`src/rtl/pc_redirect_unit.sv`:
```
// pc_redirect_unit: owns the fetch PC. Steps +4, holds on stall, and redirects
// to resolved taken branch/jump targets, flushing IF/ID for FLUSH_CYCLES cycles.
module pc_redirect_unit #(
  parameter logic [31:0] RESET_PC     = 32'h0000_0000,
  parameter int unsigned FLUSH_CYCLES = 2
) (
  input  logic        clk,
  input  logic        reset,
  input  logic        stall_i,
  input  logic        ex_valid_i,
  input  logic        br_taken_i,
  input  logic [31:0] br_target_i,
  output logic [31:0] pc_o,
  output logic        pc_valid_o,
  output logic        flush_if_o,
  output logic        flush_id_o,
  output logic        redirect_pending_o,
  output logic        misalign_o
);

  localparam int unsigned CW = $clog2(FLUSH_CYCLES + 1);
  localparam logic [CW-1:0] CNT_LOAD = CW'(FLUSH_CYCLES);
  localparam logic [CW-1:0] CNT_ONE  = CW'(1);

  typedef enum logic [1:0] {
    S_RUN,
    S_HOLD,
    S_FLUSH
  } state_t;

  state_t        r_state;
  logic [31:0]   r_pc;
  logic [31:0]   r_pend;
  logic [CW-1:0] r_cnt;
  logic          r_pc_valid;
  logic          r_misalign;

  state_t        w_state_n;
  logic [31:0]   w_pc_n;
  logic [31:0]   w_pend_n;
  logic [CW-1:0] w_cnt_n;
  logic          w_misalign_n;
  logic          w_stall;
  logic          w_taken;
  logic          w_aligned;
  logic [31:0]   w_pc_inc;

  // The first cycle after reset release presents RESET_PC as valid before
  // stepping, so it behaves like a stall for the PC and redirect logic.
  assign w_stall   = stall_i | ~r_pc_valid;
  assign w_taken   = ex_valid_i & br_taken_i;
  assign w_aligned = (br_target_i[1:0] == 2'b00);
  assign w_pc_inc  = r_pc + 32'd4;

  // Next-state, next-PC and misalign pulse decode
  always_comb begin
    w_state_n    = r_state;
    w_pc_n       = r_pc;
    w_pend_n     = r_pend;
    w_cnt_n      = r_cnt;
    w_misalign_n = 1'b0;
    unique case (r_state)
      S_RUN: begin
        if (w_taken && w_aligned) begin
          if (w_stall) begin
            w_pend_n  = br_target_i;
            w_state_n = S_HOLD;
          end else begin
            w_pc_n    = br_target_i;
            w_cnt_n   = CNT_LOAD;
            w_state_n = S_FLUSH;
          end
        end else begin
          w_misalign_n = w_taken & ~w_aligned;
          if (!w_stall) w_pc_n = w_pc_inc;
        end
      end
      S_HOLD: begin
        if (!w_stall) begin
          w_pc_n    = r_pend;
          w_cnt_n   = CNT_LOAD;
          w_state_n = S_FLUSH;
        end
      end
      S_FLUSH: begin
        if (!w_stall) w_pc_n = w_pc_inc;
        w_cnt_n = r_cnt - CNT_ONE;
        if (r_cnt == CNT_ONE) w_state_n = S_RUN;
      end
      default: w_state_n = S_RUN;
    endcase
  end

  // State and PC registers with synchronous active-low reset
  always_ff @(posedge clk) begin
    if (!reset) begin
      r_state    <= S_RUN;
      r_pc       <= RESET_PC;
      r_pend     <= '0;
      r_cnt      <= '0;
      r_pc_valid <= 1'b0;
      r_misalign <= 1'b0;
    end else begin
      r_state    <= w_state_n;
      r_pc       <= w_pc_n;
      r_pend     <= w_pend_n;
      r_cnt      <= w_cnt_n;
      r_pc_valid <= 1'b1;
      r_misalign <= w_misalign_n;
    end
  end

  // Flush/pending are pure decodes of the state register, so no input reaches them
  assign pc_o               = r_pc;
  assign pc_valid_o         = r_pc_valid;
  assign flush_if_o         = (r_state != S_RUN);
  assign flush_id_o         = (r_state != S_RUN);
  assign redirect_pending_o = (r_state == S_HOLD);
  assign misalign_o         = r_misalign;

endmodule

```
`config.mk`:
```
export PLATFORM = sky130hd
export DESIGN_NAME = pc_redirect_unit
export DESIGN_NICKNAME = d
export VERILOG_FILES = /design/src/rtl/pc_redirect_unit.sv
export SDC_FILE = /design/constraint.sdc
export NUM_CORES = 1
export LEC_CHECK = 0
export ABC_AREA = 0
export ABC_CLOCK_PERIOD_IN_PS = 3480
export CORE_MARGIN = 1.5
export CORE_UTILIZATION = 57
export DETAILED_ROUTE_END_ITERATION = 8
export GPL_TIMING_DRIVEN = 0
export PLACE_DENSITY = 0.86
export RECOVER_POWER = 25
export SLEW_MARGIN = 20
export SYNTH_ARGS = -nofsm -noshare
export SYNTH_HDL_FRONTEND = slang
export SYNTH_SLANG_ARGS = --single-unit
```
`constraint.sdc`:
```
create_clock -name clk -period 3.48 [get_ports clk]
set_clock_uncertainty 0.2 [all_clocks]
set_input_delay 0.522 -clock clk [delete_from_list [all_inputs] [get_ports clk]]
set_output_delay 0.522 -clock clk [all_outputs]
set_load 0.1 [all_outputs]
```
# Word level (Yosys, flattened, before mapping)
# Cells that the tools add are included.
totals:
  output_inout_bits: 37
  inputBits: 37
  ff_bits: 70
  wordCells: 46
classes:
  addsub: 2
  n_reduce_logical: 10
  n_eq_ne: 7
  n_mux: 14
  bitwise: 7
op_table:
  columns: ["cell", "n"]
  rows:
  - ["32-bit two-way mux", 4]
  - ["32-bit one-hot mux with 3 select lines", 1]
  - ["32-bit by 3-bit adder with 32-bit output, second input constant", 1]
  - ["2-bit two-way mux", 6]
  - ["2-bit one-hot mux with 3 select lines", 2]
  - ["3-bit AND reduction", 3]
  - ["2-bit inequality test, second input constant", 3]
  - ["2-bit by 1-bit == test with 1-bit output, second input constant", 2]
  - ["2-bit logical NOT", 2]
  - ["1-bit NOT", 4]
  - ["3-bit inequality test, second input constant", 1]
  - ["3-bit nonzero test", 1]
  - ["3-bit OR reduction", 1]
  - ["1-bit bitwise AND", 2]
  - ["2-bit == test, second input constant", 1]
  - ["2-bit AND reduction", 1]
  - ["2-bit nonzero test", 1]
  - ["2-bit by 1-bit subtractor with 2-bit output, second input constant", 1]
  - ["1-bit logical AND", 1]
  - ["1-bit two-way mux", 1]
  - ["1-bit OR", 1]

# Logic depth before layout (Yosys ltp)
# Gate-level depths: netlist (run 1).
depth:
  word_depth: 5
  mapped_depth: 9
  mapped_depth_nobuf: 7

# Worst setup path after synthesis (run 1)
# Ideal clock, no wire load.
synth_timing:
  path_kind: "register -> register"
  from: "register r_pc[2], in the netlist pc_o[2]"
  to: "register r_pc[24], in the netlist pc_o[24]"
  t_required_ps: 3211
  period_less_slack_ps: 3086
  arrival_ps: 2817
  path_buffers: 0
  slack_ps: 394
  setup_time_ps: 69
  path_stages_with_launch: 7
  cell_sequence: "dfxtp_1 ha_1 nand3_2 or4_4 or4_1 a31o_1 a21oi_2"
synth_via:
  elab_chain_len: 4
synth_rtl:
  columns: ["element", "line", "rtl"]
  rows:
  - ["start: declaration", "32", "logic [31:0] r_pc;"]
  - ["start signal: assignment", "105", "r_pc <= w_pc_n;"]
  - ["32-bit by 3-bit adder with 32-bit output *", "53", "assign w_pc_inc = r_pc + 32'd4;"]
  - ["32-bit two-way mux *", "75, 86", null]
  - ["32-bit two-way mux", "64", "if (w_taken && w_aligned) begin"]
  - ["32-bit one-hot mux with 3 select lines *", "62", "unique case (r_state)"]
# Mark *: on every way between the ends. The rest lies on a longest branch, timed or not.
# A chain may end at the register's enable or synchronous reset.

# Worst setup path after layout (run 1)
layout_timing:
  from: "input port br_taken_i"
  to: "register r_pc[5], in the netlist pc_o[5]"
layout_via:
  elab_chain_len: 4
  word_cells_on_any_way: 6
  classes_between: "eq/ne: 1; mux: 2; bitwise: 1; reduce/logical: 2"
layout_rtl:
  columns: ["element", "line", "rtl"]
  rows:
  - ["start: declaration", "11", "input logic br_taken_i,"]
  - ["1-bit bitwise AND *", "51", "assign w_taken = ex_valid_i & br_taken_i;"]
  - ["1-bit logical AND *", "64", null]
  - ["3-bit inequality test (no source line) / 32-bit two-way mux (equally long branches)", null, null]
  - ["3-bit AND reduction (no source line) / 32-bit one-hot mux with 3 select lines (equally long branches)", null, null]
# Marked as above.

==> reports/results.txt, run 1 <==
hold buffers post-CTS: 0
TritonCTS buffer count: 9
drc violations: 0
GRT overflow: 0
xor/xnor share of the synthesized area: 0.661%
largest net degree at the start of global routing: 12
Post-Synth Adder-Cell Area: 1.89%
post-synthesis sequential area ratio: 35.3%
post-CTS setup buffers: 0
Mean Syn Cell Area: 7.58 sq um
drt total wl: 13,600 um
Pwr per Cell Area: 518 mW/mm^2
PortBufs: 73
r2r startpoint: r_state[1]$_SDFFE_PN0P_
CTS tree: yes
Hold Crit Start: r_pend[19]$_SDFFE_PN0P_
initial drt markers: 510
fin worst setup slack: 147 ps
startpoint types: input port
pins over their slew limit: 0
r2r setup slk: 200 ps
Synthesized Nets: 567
Pre-antenna DRT Iters: 6
first-pass GRT wire length: 21,400 um
initial core utilization: 58.8%
Synth async-reset ratio: 0%
via-per-instance ratio: 6.66
Die W: 86.5 um
Setup violations, final: 0
Hold Path End: r_pend[19]$_SDFFE_PN0P_
CTS Root Buffer Type: clkbuf_8
I/O Pins: 74
CTS Buffer Depth: 2
Post-synth EDFFs: 0
Synth Area in Compound Gates: 30.8%
Unique masters post-synth: 72
R2R cell count: 9
actual slew at the worst max-slew pin: 981 ps
Worst Path Max Fanout: 10
FMAX: 300 MHz
register bit total from synthesis: 70
outcome: finished, final reports clean
Synth area leaders: dfxtp_1, nand2_1, a21oi_1
Tcrit/Tclk final: 95.8%
Synth area leader: dfxtp_1
Layout area overhead: 26.8%
Max Cap Viol: 0
RSZ-0062 raised after global routing: no
die height: 86.5 um
Critical R2R Capture: pc_o[31]$_SDFFE_PN0P_
initial antenna violation count: 0
Final Hold Vio Count: 0
PostCTS Resize Cnt: 0
Post-DRT Antenna Nets: 0
largest family of logic cells by synthesized area: compound AO/OA/AOI/OAI gates
Arr. time, crit path: 3420 ps
Simple-Gate Fraction of Synth Area: 25.0%
Crit. End Element: flop
ys flop type: dfxtp_1
GPL Wtd Cong: 0.957
CP Data Required Time: 3560 ps
Yosys warnings: 0
# rows: 30
leakage power: 1.74 nW
share of cells above drive strength 1: 5.55%
Tot GR Track Use: 36.7%
Synth Instances: 524
Die Area: 0.00748 sq mm
WL per Instance: 19.6 um
Clock transition at path regs: 80 ps
clk_lat worst skew: 360 ps
Final min period: 3330 ps
relative slew slack: 34.4%
Cell Area, Synth: 0.00397 sq mm
Crit Path Class: input port to flop
routed via count: 4,615
multiplexer share of the synthesized area: 1.01%
Final nets: 651
H-tree Lvls: 3
HPWL Detailed: 9350 um
Core Region: 0.00676 sq mm
hold path depth: 2
Max VDD drop: 0.000416 V
worst hold path class: flop to flop
TNS Setup: 0 ps
clock sink count: 70
area fraction of the dominant cell type after synthesis: 35.3%
vias in the first global route: 4,358
ANT cells: 0
pre-CTS setup slack: -36.8 ps
## kinds of logic after synthesis
logic type / Yosys count
buffers and inverters: 53
AOI/OAI and AO/OA: 188
xor gates and xnor gates: 3
muxes: 4
DFF: 70
and+or+nand+nor: 200
adders and majority gates: 6
## placed cells by master (no fill, tap or decap), types with 3 or more instances in the layout
master	count
a21o_1	5
or4_1	4
o211ai_1	4
a22oi_1	11
o221a_2	4
a22o_1	6
dfxtp_1	70
and4_1	4
a221oi_1	5
a31oi_1	10
nor3_1	10
o21ai_0	39
or3_1	3
clkbuf_8	12
o31a_1	5
dlygate4sd3_1	12
a41oi_1	4
mux2i_1	4
clkbuf_1	39
xnor2_1	3
o21a_1	3
o22ai_1	3
ha_1	6
and3_1	9
nor2_1	25
nor2b_1	3
a21oi_1	60
nor4_1	7
nand2_1	91
buf_2	3
clkdlybuf4s50_1	61
and2_1	6
nand2b_1	4
nand3_1	12
inv_1	8
nand4_1	7
o31ai_1	4
## metal layers
layer	wire [um]	up-vias	global-route usage [%]
met4	444	0	17.4
li1	-	2113	-
met5	0	-	0
met2	6210	345	59.1
met3	1520	52	8.19
met1	5400	2105	46.6
## cell usage after synthesis, drive strengths merged, types with 3 or more instances
| library cell | number |
|---|---|
| a21o | 5 |
| a21oi | 61 |
| a221oi | 5 |
| a22o | 6 |
| a22oi | 11 |
| a31oi | 10 |
| a41oi | 4 |
| and2 | 6 |
| and3 | 10 |
| and4 | 4 |
| buf | 6 |
| clkbuf | 38 |
| dfxtp | 70 |
| ha | 6 |
| inv | 8 |
| mux2i | 4 |
| nand2 | 91 |
| nand2b | 4 |
| nand3 | 13 |
| nand4 | 8 |
| nor2 | 25 |
| nor2b | 3 |
| nor3 | 11 |
| nor4 | 8 |
| o211ai | 4 |
| o21a | 3 |
| o21ai | 40 |
| o221a | 5 |
| o22ai | 3 |
| o31a | 6 |
| o31ai | 4 |
| or3 | 5 |
| or4 | 5 |
| xnor2 | 3 |
## final cells by class
cell class | instances | area (sq um)
clock inverters | 3 | 65.1
well taps | 80 | 100
fillers | 546 | 1720
repair buffers | 73 | 731
multi-input cells | 401 | 2360
plain buffers | 44 | 180
inverters | 9 | 33.8
flip-flops and latches | 70 | 1400
clock buffers | 13 | 169
## worst max-delay path by stage
stage	from	to	slack, ps
after global placement	br_taken_i	pc_o[23]$_SDFFE_PN0P_	70
final	br_taken_i	pc_o[5]$_SDFFE_PN0P_	150
after detailed placement	br_taken_i	pc_o[5]$_SDFFE_PN0P_	-40
after global routing	br_taken_i	pc_o[16]$_SDFFE_PN0P_	50
after CTS	r_state[0]$_SDFFE_PN0P_	flush_if_o	220
after floorplan	pc_o[2]$_SDFFE_PN0P_	pc_o[24]$_SDFFE_PN0P_	390
## power breakdown
part           switching, mW  internal (mW)
logic                  0.662          0.262
clock network          0.311          0.462
registers             0.0652          0.848
## registers in the layout (all words and copies together) (netlist names)
name        cells
pc_o           32
misalign_o      1
pc_valid_o      1
r_cnt           2
r_state         2
r_pend         32
## worst max-delay path, stage by stage
cell	delay (ps)
dlygate4sd3_1	570
nor4bb_1	280
buf_2	310
nand3_1	130
clkbuf_1	270
nand2_1	390
clkbuf_1	560
o21ai_0	190
a21oi_1	180
## through the flow
step | power (mW) | hold WS [ps] | util [%] | std cells | instance area, sq um
2_1_floorplan | 1.56 | 232 | - | 524 | 3970
3_3_place_gp | 1.81 | 243 | 71.1 | 677 | 4800
3_5_place_dp | 1.82 | 249 | 71.1 | 677 | 4800
4_1_cts | 2.58 | 260 | 74.6 | 693 | 5040
5_1_grt | 2.69 | 273 | 74.6 | 693 | 5040
6_report | 2.61 | 258 | 74.6 | 693 | 5040
No activity file was read; power rests on OpenSTA's default activity.
==> run 2, diff against run 1 <==
Settings changed: ABC_CLOCK_PERIOD_IN_PS 3480 to 3300, CORE_UTILIZATION 57 to 53, CTS_CLUSTER_SIZE set to 10, PLACE_DENSITY 0.86 to 0.81, TNS_END_PERCENT set to 20.
Clock period 3.48 ns to 3.3 ns, I/O delays scaled along.
==> run 2 against run 1 <==
Global-route usage is 1.6 points lower. Sequential power is 5.4% higher. Worst setup slack got worse by 50 ps. Power is 7.8% higher. Die area increased by 7.3%. Sequential share of layout area fell by 0.21 points. Count of clock-buffer cells in the layout shrank 3. First-iteration DRC count is 13% lower. Cell area grew 0.75%. Utilization fell by 4.6 points. Largest cell class unchanged. Register-to-register slack worse by 30 ps.
==> reports/results.txt, run 2 (synthesis results as in run 1) <==
clk_lat worst skew: 360 ps
Die Area: 0.00803 sq mm
# rows: 31
I/O Pins: 74
share of cells above drive strength 1: 6.04%
routed via count: 4,559
Core Region: 0.00725 sq mm
fillers: 630
initial core utilization: 54.8%
largest net degree at the start of global routing: 13
WL per Instance: 19.5 um
Crit Path Class: input port to flop
TNS Setup: 0 ps
Post-DRT Antenna Nets: 0
routing usage on met1: 45.1%
actual slew at the worst max-slew pin: 975 ps
hold path depth: 2
RSZ-0062 raised after global routing: yes
pins over their slew limit: 0
fin worst setup slack: 96.6 ps
Die W: 89.6 um
Pwr per Cell Area: 554 mW/mm^2
die height: 89.6 um
GPL Wtd Cong: 0.975
PortBufs: 73
Pre-antenna DRT Iters: 5
first-pass GRT wire length: 21,100 um
FMAX: 312 MHz
CTS Root Buffer Type: clkbuf_8
register share of total power: 34.2%
Layout area overhead: 27.7%
Final min period: 3200 ps
vias in the first global route: 4,259
Arr. time, crit path: 3290 ps
HPWL Detailed: 9610 um
net load switching power: 1.12 mW
Tcrit/Tclk final: 97.1%
Finished Cell Area: 0.00508 sq mm
H-tree Lvls: 3
Comb pwr share: 34.6%
Final Hold Vio Count: 0
leakage power: 1.72 nW
R2R cell count: 9
drt total wl: 13,900 um
startpoint types: input port
gr busiest metal: met2
Power Internal: 1.69 mW
Max Cap Viol: 0
outcome: finished, final reports clean
CTS tree: yes
Sw Ratio: 39.8%
pre-CTS setup slack: -196 ps
Setup violations, final: 0
met2 Usage GRT: 56.0%
initial drt markers: 446
post-CTS setup buffers: 0
CTS Buffer Depth: 2
Max VDD drop: 0.000407 V
initial antenna violation count: 0
Area after DPL: 0.00483 sq mm
Tot GR Track Use: 35.1%
r2r setup slk: 170 ps
Worst Path Max Fanout: 10
most common cell after layout, fill and taps aside: nand2_1
via-per-instance ratio: 6.40
worst hold path class: flop to flop
GRT overflow: 0
clock share of power: 31.2%
drc violations: 0
Clock transition at path regs: 80 ps
most frequent cells in the layout: nand2_1, clkdlybuf4s50_1, dfxtp_1, a21oi_1, o21ai_0
Crit. End Element: flop
relative slew slack: 34.8%
clock sink count: 70
Final nets: 651
ANT cells: 0
CP Data Required Time: 3390 ps
TritonCTS buffer count: 9
met3 GRT Util: 6.86%
[run 2: cell type report]
class                   instances  area (sq um)  share of cell area [%]
well taps                      99           124                    2.44
repair buffers                 73           728                    14.3
flip-flops and latches         70          1400                    27.6
multi-input cells             401          2360                    46.5
clock inverters                 6           109                    2.14
plain buffers                  44           180                    3.55
inverters                       9          33.8                   0.666
clock buffers                  10           138                    2.71
[run 2: layer usage]
layer / up-vias / part of all wire (%)
li1: 2113 / -
met1: 2104 / 40
met2: 294 / 46
met3: 48 / 11
met4: 0 / 3.1
met5: - / 0
[run 2: critical path: stages]
cell	delay (ps)
clkdlybuf4s50_1	490
nor4bb_1	260
buf_2	300
nand3_1	130
clkbuf_1	280
nand2_1	390
clkbuf_1	590
o21ai_0	200
a21oi_1	160
[run 2: worst paths after layout]
| path | from | endpoint |
|---|---|---|
| hold reg to reg | r_pend[2]$_SDFFE_PN0P_ | r_pend[2]$_SDFFE_PN0P_ |
| setup reg to reg | r_state[1]$_SDFFE_PN0P_ | pc_o[25]$_SDFFE_PN0P_ |
| hold / removal | r_pend[2]$_SDFFE_PN0P_ | r_pend[2]$_SDFFE_PN0P_ |
| setup / recovery | br_taken_i | pc_o[5]$_SDFFE_PN0P_ |
[run 2: timing repair]
item,CTS,global route
hold buffers,0,0
setup endpoints to repair,0,13
resized for setup,0,2
hold endpoints to repair,0,0
[run 2: through the flow]
stage	hold WS (ps)	instances	utilization, %	power, mW
floorplan	232	524	-	1.65
global placement	243	696	66.6	1.91
detailed placement	249	696	66.6	1.92
CTS	261	712	70.0	2.79
global route	275	712	70.0	2.89
finish	261	712	70.0	2.81
[run 2: power groups by stage]
stage,Clock [mW],Combinational [mW],Sequential (mW)
CTS,0.873,0.954,0.959
global placement,0,0.935,0.975
detailed placement,0,0.947,0.978
floorplan,0,0.420,1.23
global route,0.906,1.02,0.969
finish,0.879,0.973,0.962
